--- src/rtl/baccarat_datapath.sv ---
// Baccarat card-holding datapath: six hand slots, scores, sticky errors.
// Latency: a card is stored on its strobe edge; cards/scores are valid the next cycle.
// Backpressure: none. Illegal strobes are dropped and flagged in err. Build option: CARD_LFSR_EN.
module baccarat_datapath #(
  parameter int DECK_MAX  = 13,
  parameter int ZERO_FROM = 10
) (
  input  logic       slow_clock,
  input  logic       resetb,
  input  logic       load_pcard1,
  input  logic       load_pcard2,
  input  logic       load_pcard3,
  input  logic       load_dcard1,
  input  logic       load_dcard2,
  input  logic       load_dcard3,
  input  logic       use_ext_card,
  input  logic [3:0] card_in,
  output logic [3:0] pcard1,
  output logic [3:0] pcard2,
  output logic [3:0] pcard3,
  output logic [3:0] dcard1,
  output logic [3:0] dcard2,
  output logic [3:0] dcard3,
  output logic [3:0] pscore,
  output logic [3:0] dscore,
  output logic [2:0] cards_dealt,
  output logic [1:0] err
);

  // Slot order: 0..2 = player 1..3, 3..5 = dealer 1..3.
  logic [5:0][3:0] slot_q, slot_d;
  logic [2:0]      cards_dealt_q, cards_dealt_d;
  logic [1:0]      err_q, err_d;
  logic [3:0]      src_card;
  logic [3:0]      draw;
  logic [5:0]      strobes;
  logic            multi_load;
  logic            any_load;
  logic            card_legal;
  logic [2:0]      sel;

`ifdef CARD_LFSR_EN
  logic [7:0] lfsr_q, lfsr_d;
  logic [7:0] lfsr_mod;

  // LFSR source: taps 8,6,5,4, shifted left every cycle; it never reaches 0.
  always_comb begin
    lfsr_d   = {lfsr_q[6:0], lfsr_q[7] ^ lfsr_q[5] ^ lfsr_q[4] ^ lfsr_q[3]};
    lfsr_mod = lfsr_q % 8'(DECK_MAX);
    src_card = lfsr_mod[3:0] + 4'd1;
  end

  // LFSR state register, seeded on reset.
  always_ff @(posedge slow_clock) begin
    if (resetb) lfsr_q <= 8'h01;
    else        lfsr_q <= lfsr_d;
  end
`else
  logic [3:0] src_card_q, src_card_d;

  // Counter source: 1..DECK_MAX wrapping, advancing every cycle regardless of loads.
  always_comb begin
    src_card_d = (src_card_q == 4'(DECK_MAX)) ? 4'd1 : src_card_q + 4'd1;
    src_card   = src_card_q;
  end

  // Counter source register, seeded on reset.
  always_ff @(posedge slow_clock) begin
    if (resetb) src_card_q <= 4'd1;
    else        src_card_q <= src_card_d;
  end
`endif

  // Strobe decode, draw selection and the load/error rules.
  always_comb begin
    strobes    = {load_dcard3, load_dcard2, load_dcard1,
                  load_pcard3, load_pcard2, load_pcard1};
    any_load   = |strobes;
    // More than one bit set iff clearing the lowest set bit leaves something.
    multi_load = |(strobes & (strobes - 6'd1));
    draw       = use_ext_card ? card_in : src_card;
    card_legal = !use_ext_card || ((card_in != 4'd0) && (card_in <= 4'(DECK_MAX)));

    sel = 3'd0;
    for (int i = 0; i < 6; i++) begin
      if (strobes[i]) sel = 3'(i);
    end

    slot_d        = slot_q;
    cards_dealt_d = cards_dealt_q;
    err_d         = err_q;

    if (multi_load) begin
      err_d[0] = 1'b1;
    end else if (any_load) begin
      // A full slot or a bad injected card is dropped; a 7th load always lands here.
      if (!card_legal || (slot_q[sel] != 4'd0)) begin
        err_d[1] = 1'b1;
      end else begin
        slot_d[sel]   = draw;
        cards_dealt_d = cards_dealt_q + 3'd1;
      end
    end
  end

  // Slot, count and error registers; reset overrides any strobe in the same cycle.
  always_ff @(posedge slow_clock) begin
    if (resetb) begin
      slot_q        <= '0;
      cards_dealt_q <= 3'd0;
      err_q         <= 2'b00;
    end else begin
      slot_q        <= slot_d;
      cards_dealt_q <= cards_dealt_d;
      err_q         <= err_d;
    end
  end

  function automatic logic [4:0] card_val(input logic [3:0] r);
    if ((r == 4'd0) || (r >= 4'(ZERO_FROM))) card_val = 5'd0;
    else                                      card_val = {1'b0, r};
  endfunction

  logic [4:0] psum, dsum, pmod, dmod;

  // Hand scores: 5-bit sum (max 27) reduced mod 10; pcard3 stays the raw rank.
  always_comb begin
    psum   = card_val(slot_q[0]) + card_val(slot_q[1]) + card_val(slot_q[2]);
    dsum   = card_val(slot_q[3]) + card_val(slot_q[4]) + card_val(slot_q[5]);
    pmod   = psum % 5'd10;
    dmod   = dsum % 5'd10;
    pscore = pmod[3:0];
    dscore = dmod[3:0];
  end

  assign pcard1      = slot_q[0];
  assign pcard2      = slot_q[1];
  assign pcard3      = slot_q[2];
  assign dcard1      = slot_q[3];
  assign dcard2      = slot_q[4];
  assign dcard3      = slot_q[5];
  assign cards_dealt = cards_dealt_q;
  assign err         = err_q;

endmodule

--- config.mk ---
export PLATFORM = sky130hd
export DESIGN_NAME = baccarat_datapath
export DESIGN_NICKNAME = d
export VERILOG_FILES = /design/src/rtl/baccarat_datapath.sv
export SDC_FILE = /design/constraint.sdc
export NUM_CORES = 1
export LEC_CHECK = 0
export CAP_MARGIN = 20
export CORE_UTILIZATION = 49
export CTS_CLUSTER_DIAMETER = 50
export DETAILED_ROUTE_END_ITERATION = 7
export GPL_ROUTABILITY_DRIVEN = 0
export PLACE_DENSITY = 0.77
export SLEW_MARGIN = 10
export SYNTH_ARGS = -nofsm -noshare
export SYNTH_HDL_FRONTEND = slang
export SYNTH_SLANG_ARGS = --single-unit
--- constraint.sdc ---
create_clock -name slow_clock -period 4.5 [get_ports slow_clock]
set_input_delay 0.9 -clock slow_clock [delete_from_list [all_inputs] [get_ports slow_clock]]
set_output_delay 0.9 -clock slow_clock [all_outputs]
set_load 0.05 [all_outputs]
==> impl_results.md, run 1 <==
* Period utilization at 97.5%
* Cell Area, Synth at between 0.002 and 0.0025 mm2
* Worst-path cell with the longest stage delay: fa_1
* Top cells by area, synth: dfxtp_1, fa_1, ha_1
* Critical path startpoint category: register
* Met2 usage at a little over a third
* CP max FO at 4
* Least-Margin Pin Slew at ~0.98 ns
* Max Cap Violations at 0
* Worst EP arrival at 3.49 ns
* Ant. Diodes at 0
* Syn_area_per_cell at ~8.6 um2
* Antenna Nets Post-Route at 0
* P_leak at about 1.3 nW
* Initial Util at between 50% and 60%
* Worst Clk Skew at about 0.0075 ns
* GR Util met3 at 5.00%
* Post-synth top area share at between 20% and 30%
* TritonCTS sink count at 33
* Max clock buf depth at 2
* First drt pass iteration count at 4
* Final instance count without filler cells at around 400
* Global routing's busiest layer: met2
* Total Routing Usage GR at between 20% and 30%
* Row count at 25
* Residual DRC at 0
* 1st-iter DRT viols at between 150 and 200
* Path depth of the worst reg2reg path at 5
* Pin count of the biggest net entering global routing at 27
* Leading area contributor after synthesis: dfxtp_1
* Minimum clock period at about 4.4 ns
* Critical path launch point: dcard2[2]
* Port Buffers at about 50
* CP peak stage delay at between 0.4 and 0.5 ns
* Max IR drop VDD at around 0.26 mV
* Die height at 72.3 um
* Crit path to: dscore[1]
* Commonest non-fill, non-tap cell in the layout: clkdlybuf4s50_1
* Vias in the first global route at between 1500 and 2000
* Req. time, crit path at about 3.6 ns
* Die X at between 70 and 80 um
* WL/cell at 14.7 um
* Core area at 0.00475 mm2
* Register clock-pin slew on the reported worst setup and hold paths at around 0.07 ns
* Syn nets at around 320
* Post-synthesis sequential area ratio at roughly 27%
* Reg2reg start: dcard2[0]
* Most frequent cells in the layout: clkdlybuf4s50_1, nor2_1, inv_1
* CTS tree: yes
* Layout Nets at between 300 and 400
* Critical path cell sequence: inv_1, nor2_2, fa_1, ha_1, a21o_1, a22o_4, nor2_4, nor3_2, a21oi_2, ha_2, nor3_1, o31a_1, mux2i_2, xnor2_2, buf_12
* Top FF cell, synth: dfxtp_1
* Area Overhead vs Synth at 40.9%
* Async S/R FF share, synth at 0%
* Hold_ws at 0.458 ns
* Number of synthesized flops with an enable pin at 0
* Status: finished, final reports clean
* CTS root buffer: clkbuf_8
* Worst R2R End: pcard3[0]
* Via count at ~2200
* Min-delay worst type: reg2reg
* Synth warn at 0
* Syn Inst Count at 281
* Die area at approximately 0.0052 mm2
* M1 GR Usage at between 30% and 40%
* CTS buffer count at 5
* # setup viols final at 0
* Hpwl dp at roughly 4.2 mm
* I/O Pins at 50
* Crit path kind: reg2out
* Final wirelength at around 6 mm
* Vias/cell at roughly 5.6
* FF-to-FF setup slack at between 1.5 and 2 ns
* Final hold vios at 0
* CTS HTree Levels at 2
* Worst-Skew Late Latency at approximately 0.28 ns
* Worst slew margin at a little over a third
* Post-synthesis register bit count at 33
* Remaining global-route overflow at 0
* Slew Viols, Final at 0
* Fmax at around 230 MHz
* P per Cell Area at 224 mW/mm2
* Share of cells above drive strength 1 at between 20% and 30%
* Post-Place Cells at between 300 and 400
* Initial antenna violation count at 0
* CTS Hold Buffers Added at 0
* Critical Path End Type: output pin
* Final core occ at 71.8%
* Post-synth cell types at 55
* Global-route wire length before repair at between 9 and 10 mm
-- cells by family (layout without fill, tap and decap cells) --
group / Yosys count / count (layout) / share of synthesized area [%]
multiplexers: 10 / 10 / 4.23
AO/OA/AOI/OAI: 72 / 72 / 22.0
flip-flops: 33 / 33 / 27.2
XOR/XNOR: 9 / 9 / 3.25
adder cells (fa/ha/maj): 24 / 24 / 15.4
buffers and inverters: 34 / 90 / 6.29
AND/OR/NAND/NOR: 99 / 99 / 21.5
-- Yosys cell counts, drive strengths merged (2+ instances only) --
library cell,number
dfxtp,33
nor2,29
inv,20
nand2b,17
nand2,14
ha,13
a21oi,12
o41ai,12
nor2b,11
fa,10
o32ai,10
o21ai,9
clkbuf,8
mux2i,8
buf,6
nor3,6
o22ai,6
xnor2,5
or4,4
xor2,4
and2,3
nor4,3
o21a,3
a21o,2
mux2,2
nand3,2
nor3b,2
nor4b,2
o211ai,2
o21bai,2
o311ai,2
or2,2
-- layout make-up --
class                           count  area, um2
Inverter                           20       75.1
Sequential cell                    33        689
Multi-Input combinational cell    214       1820
Tap cell                           67       83.8
Clock inverter                      1       30.0
Fill cell                         370       1340
Timing Repair Buffer               62        628
Clock buffer                        7       86.3
-- critical path, delay by kind of cell, from the launching register on --
family | cells | cell delay, ns
buf+inv | 2 | 0.24
simple gates | 4 | 0.39
xor+xnor | 1 | 0.16
flops | 1 | 0.38
fa+ha+maj | 3 | 0.98
compound gates | 4 | 0.86
mux | 1 | 0.20
-- how the worst min path moves through the flow --
stage	end	start	cells past startpoint	slack (ns)
2_1_floorplan	src_card[0]	src_card[0]	1	0.41
3_3_place_gp	err[1]	err[1]	2	0.44
3_5_place_dp	err[1]	err[1]	2	0.44
4_1_cts	err[1]	err[1]	2	0.46
5_1_grt	err[1]	err[1]	2	0.49
6_report	err[1]	err[1]	2	0.46
-- routing by layer --
metal | up-vias | part of all wire (%)
li1 | 1132 | -
met1 | 1053 | 47
met2 | 58 | 49
met3 | 4 | 4.2
met4 | 0 | 0.68
met5 | - | 0
-- report_power, final --
part	switching (W)	leakage (nW)	total [W]	internal, W
combinational	0.0000978	1.01	0.000166	0.0000678
sequential	0.00000983	0.277	0.000309	0.000299
clock	0.000110	0.0585	0.000291	0.000181
total	0.000218	1.34	0.000765	0.000548
-- metrics by stage --
stage | setup slack, ns | total power [W] | cell area, um2 | TNS [ns]
global placement | 0.320 | 0.000471 | 3040 | 0
CTS | 0.00172 | 0.000762 | 3210 | 0
floorplan | -0.0619 | 0.000425 | 2470 | -0.0619
detailed placement | 0.165 | 0.000472 | 3040 | 0
global route | -0.0326 | 0.000798 | 3420 | -0.0561
finish | 0.112 | 0.000765 | 3420 | 0
-- timing repair --
item | CTS | global route
resized for setup | 7 | 40
setup buffers | 1 | 7
endpoints found under the setup margin | 2 | 6
pin swaps | 1 | 14
-- flip-flops by register name, indices dropped and copies added, names as in the netlist --
register and cells:
src_card 4, dcard1 4, pcard3 4, dcard3 4
err 2, cards_dealt 3, dcard2 4, pcard2 4
pcard1 4
Note: power is estimated with default switching activity, not from simulation.
==> run 2: changes to the inputs <==
- TNS_END_PERCENT: default -> 30
==> run 2 against run 1 <==
Compared with the run above: total power down 5.7%; die area unchanged; largest power group unchanged; clock-buffer cell count unchanged.
==> impl_results.md, run 2 (synthesized netlist as in run 1, its figures left out) <==
* Status: finished, final reports clean
* Antenna Nets Post-Route at 0
* Cell mode on critical path: fa_2
* Ant. Diodes at 0
* Area after DPL at around 0.003 mm2
* CTS tree: yes
* Post-Place Cells at just under 400
* Post-route setup TNS at 0 ns
* WL/cell at around 14 um
* Vias/cell at about 5.5
* Worst EP arrival at between 3 and 4 ns
* Most frequent cells in the layout: clkdlybuf4s50_1, nor2_1, inv_1, dfxtp_1
* Row count at 25
* Max Cap Violations at 0
* Max clock buf depth at 2
* Commonest non-fill, non-tap cell in the layout: clkdlybuf4s50_1
* 1st-iter DRT viols at slightly above 90
* Hold_ws at about 0.45 ns
* FF/Latch Area at between 600 and 700 um2
* Critical Path End Type: output pin
* P per Cell Area at approximately 210 mW/mm2
* Pre-CTS setup slack at around 0.24 ns
* Worst Clk Skew at about 0.0045 ns
* Crit path kind: reg2out
* Worst-Skew Late Latency at 0.29 ns
* Final hold vios at 0
* First drt pass iteration count at 4
* Fin area at ~0.0034 mm2
* CP peak stage delay at 0.48 ns
* Fmax at approximately 230 MHz
* Slew Viols, Final at 0
* Fillers at approximately 380
* CTS HTree Levels at 2
* P_leak at between 1 and 1.5 nW
* Share of cells above drive strength 1 at 24.2%
* Total Routing Usage GR at between 20% and 30%
* Via count at between 2000 and 2500
* Final WS setup at ~0.11 ns
* Die X at around 72 um
* Residual DRC at 0
* Initial Util at between 50% and 60%
* CTS root buffer: clkbuf_8
* Hpwl dp at around 4.2 mm
* Core area at around 0.0048 mm2
* CP max FO at 4
* Period utilization at roughly 100%
* CTS Hold Buffers Added at 0
* Worst slew margin at between 30% and 40%
* I/O Pins at 50
* Worst-path cell with the longest stage delay: fa_2
* Final instance count without filler cells at ~410
* Pin count of the biggest net entering global routing at 29
* Die area at 0.00523 mm2
* Global-route wire length before repair at 9.20 mm
* Remaining global-route overflow at 0
* Least-Margin Pin Slew at about 0.92 ns
* Critical path startpoint category: register
* Initial antenna violation count at 0
* Req. time, crit path at roughly 3.6 ns
* Footprint of the multi-input gates at roughly 0.0018 mm2
* Max IR drop VDD at 0.176 mV
* Area Overhead vs Synth at 38.9%
* Min-delay worst type: reg2reg
* Critical path cell sequence: inv_1, nor2_2, fa_2, ha_4, fa_2, xnor2_2, nor3_2, a21oi_2, ha_2, nor3_1, o31a_1, mux2i_1, xnor2_1, bufbuf_16
* # setup viols final at 0
* CTS buffer count at 5
* Die height at between 70 and 80 um
* Final wirelength at roughly 6 mm
* Register clock-pin slew on the reported worst setup and hold paths at 0.07 ns
* TritonCTS sink count at 33
* Port Buffers at 49
* Vias in the first global route at 2042
* Minimum clock period at around 4.4 ns
* Layout Nets at approximately 370
==> run 2: cell count changes in the layout (fill, tap and decap cells not counted), sizes merged <==
cell    before  now
clkinv       0    1
clkbuf       8    7
bufinv       1    0
buf         18   20
bufbuf       0    1
==> run 2: worst max-delay path: cells and delay by family, from the launching register on <==
family | cells | cell delay, ns
xor+xnor | 2 | 0.36
simple gates | 3 | 0.24
mux | 1 | 0.16
buf+inv | 2 | 0.39
compound gates | 2 | 0.38
fa+ha+maj | 4 | 1.30
flops | 1 | 0.38
==> run 2: final cells by class <==
type	count	share of cell area [%]
flip-flops and latches	33	20.4
inverters	20	2.23
repair buffers	64	19.3
clock inverters	1	0.149
well taps	67	2.49
multi-input cells	214	52.5
clock buffers	7	2.86
==> run 2: final timing paths <==
kind	startpoint	endpoint	slack (ns)	cells past startpoint
hold / removal	err[1]	err[1]	0.45	2
setup / recovery	dcard2[1]	dscore[1]	0.11	14
setup reg to reg	dcard3[2]	pcard3[2]	1.70	6
hold reg to reg	err[1]	err[1]	0.45	2
==> run 2: layer usage <==
metal,track usage (%),vias to the layer above,wire length (um)
li1,-,1128,-
met1,30.5,1053,2780
met2,35.1,49,2780
met3,4.72,7,244
met4,5.66,0,57
met5,0,-,0
==> run 2: timing repair <==
action,CTS,global route
pin swaps,0,19
buffers inserted,1,10
endpoints found under the setup margin,2,6
gates resized for setup,6,48
==> run 2: metrics by stage <==
stage / power [W] / utilization [%]
3_3_place_gp: 0.000468 / 63.1
6_report: 0.000722 / 70.8
4_1_cts: 0.000719 / 66.2
3_5_place_dp: 0.000471 / 63.1
2_1_floorplan: 0.000424 / -
5_1_grt: 0.000756 / 70.8
==> run 2: power breakdown <==
part           switching [W]  internal (W)
Clock               0.000105      0.000138
Combinational      0.0000975     0.0000714
Sequential         0.0000101      0.000299
Total               0.000213      0.000509
==> run 3: changes to the inputs <==
- ABC_AREA: default -> 0
- RECOVER_POWER: default -> 25
- SLEW_MARGIN: 10 -> 0
==> run 3 against run 2 <==
Compared with the run above: maximum frequency about the same; final area is the same; global-route usage stayed put; sequential share of layout area unchanged; clock-buffer cell count unchanged; combinational power is essentially flat; die area unchanged; total power shrank 0.15%; sequential cell count did not move; final cell count unchanged; via count is essentially flat; critical path type unchanged; largest cell class unchanged; highest routed layer unchanged.
==> impl_results.md, run 3 (synthesized netlist as in run 1, its figures left out) <==
* Row count at 25
* Worst R2R End: pcard3[2]
* Least-Margin Pin Slew at 0.932 ns
* Max IR drop VDD at 0.176 mV
* Req. time, crit path at 3.60 ns
* Total Routing Usage GR at 22.1%
* Layout Nets at between 300 and 400
* Post-Place Cells at ~390
* Cell mode on critical path: fa_2
* Vias/cell at between 5 and 6
* Slew Viols, Final at 0
* Critical path cell sequence: inv_1, nor2_2, fa_2, ha_4, fa_2, xnor2_2, nor3_2, a21oi_2, ha_2, nor3_1, o31a_1, mux2i_1, xnor2_1, bufbuf_16
* FF-to-FF setup slack at between 1.5 and 2 ns
* Port Buffers at 49
* Crit path kind: reg2out
* Final core occ at between 70% and 80%
* P_leak at 1.36 nW
* Share of cells above drive strength 1 at roughly a quarter
* CTS root buffer: clkbuf_8
* # setup viols final at 0
* Worst-Skew Late Latency at 0.29 ns
* Pre-CTS setup slack at 0.242 ns
* Status: finished, final reports clean
* Hold Path End: err[1]
* TritonCTS sink count at 33
* 1st-iter DRT viols at between 80 and 90
* Die area at between 0.005 and 0.006 mm2
* CTS HTree Levels at 2
* Pin count of the biggest net entering global routing at 29
* Minimum clock period at approximately 4.4 ns
* Max clock buf depth at 2
* Residual DRC at 0
* Commonest non-fill, non-tap cell in the layout: clkdlybuf4s50_1
* Register clock-pin slew on the reported worst setup and hold paths at ~0.070 ns
* Critical path startpoint category: register
* Vias in the first global route at just over 2000
* Final hold vios at 0
* Area Overhead vs Synth at 38.9%
* Ant. Diodes at 0
* P per Cell Area at 214 mW/mm2
* Hpwl dp at between 4 and 5 mm
* Post-route setup TNS at 0 ns
* Worst slew margin at between 30% and 40%
* Final wirelength at between 5 and 6 mm
* Core area at ~0.0048 mm2
* Global-route wire length before repair at ~9.2 mm
* Final instance count without filler cells at just over 400
* Worst EP arrival at around 3.5 ns
* CP peak stage delay at roughly 0.48 ns
* Die X at 72.3 um
* WL/cell at ~14 um
* Critical Path End Type: output pin
* Final WS setup at 0.104 ns
* Reg2reg start: dcard3[2]
* Period utilization at a little under 100%
* I/O Pins at 50
* CTS tree: yes
* Worst-path cell with the longest stage delay: fa_2
* Worst Clk Skew at about 0.0045 ns
* First drt pass iteration count at 4
* Min-delay src: err[1]
* Most frequent cells in the layout: clkdlybuf4s50_1, nor2_1, inv_1, dfxtp_1
* Remaining global-route overflow at 0
* Fmax at 227 MHz
* CP max FO at 4
* Die height at approximately 72 um
* CTS Hold Buffers Added at 0
* Path depth of the worst reg2reg path at 6
* Initial antenna violation count at 0
* Min-delay worst type: reg2reg
* Max Cap Violations at 0
* Initial Util at a little over 50%
* Hold Path Cell Cnt at 2
* CTS buffer count at 5
* Via count at between 2000 and 2500
* Antenna Nets Post-Route at 0
-- run 3: area by class of cell --
type                            instances  area (um2)
Clock buffer                            7        96.3
Clock inverter                          1        5.00
Fill cell                             376        1390
Inverter                               20        75.1
Multi-Input combinational cell        214        1770
Sequential cell                        33         687
Tap cell                               67        83.8
Timing Repair Buffer                   64         651
-- run 3: per-stage QoR --
step / hold WS [ns] / power (W) / instance area (um2)
floorplan: 0.414 / 0.000424 / 2440
global placement: 0.440 / 0.000468 / 3000
detailed placement: 0.438 / 0.000471 / 3000
CTS: 0.454 / 0.000719 / 3150
global route: 0.484 / 0.000755 / 3370
finish: 0.451 / 0.000720 / 3370
-- run 3: routing by layer --
metal,part of all wire [%],routed length [um],vias up,GRT usage (%)
li1,-,-,1128,-
met1,48,2790,1053,30.5
met5,0,0,-,0
met3,4.2,243,7,4.72
met2,47,2760,51,35.1
met4,0.97,57,0,5.66
-- run 3: power by group --
group          switching, W  internal, W  leakage [nW]  total, W
clock network      0.000105     0.000138        0.0542  0.000243
logic             0.0000976    0.0000703          1.03  0.000168
registers        0.00000995     0.000299         0.276  0.000309
total              0.000213     0.000508          1.36  0.000720
-- run 3: worst max-delay path by stage --
stage,from,depth (start not counted),slack [ns],endpoint
finish,dcard2[1],14,0.10,dscore[1]
global route,dcard2[1],14,-0.04,dscore[1]
CTS,dcard2[3],13,0.003,dscore[1]
detailed placement,dcard2[1],16,0.24,dscore[1]
global placement,dcard2[1],16,0.26,dscore[1]
floorplan,dcard3[2],14,-0.40,dscore[1]
-- run 3: worst max-delay path, delay by kind of cell, from the launching register on --
family / cells / cell delay, ns
muxes: 1 / 0.16
and+or+nand+nor: 3 / 0.24
buffers and inverters: 2 / 0.39
xor gates and xnor gates: 2 / 0.36
adders and majority gates: 4 / 1.30
DFF: 1 / 0.38
AOI/OAI and AO/OA: 2 / 0.37
-- run 3: timing repair --
item                                    in CTS  in global routing
resized for setup                            6                 48
endpoints found under the setup margin       2                  6
setup buffers                                1                 10
pin swaps                                    0                 19
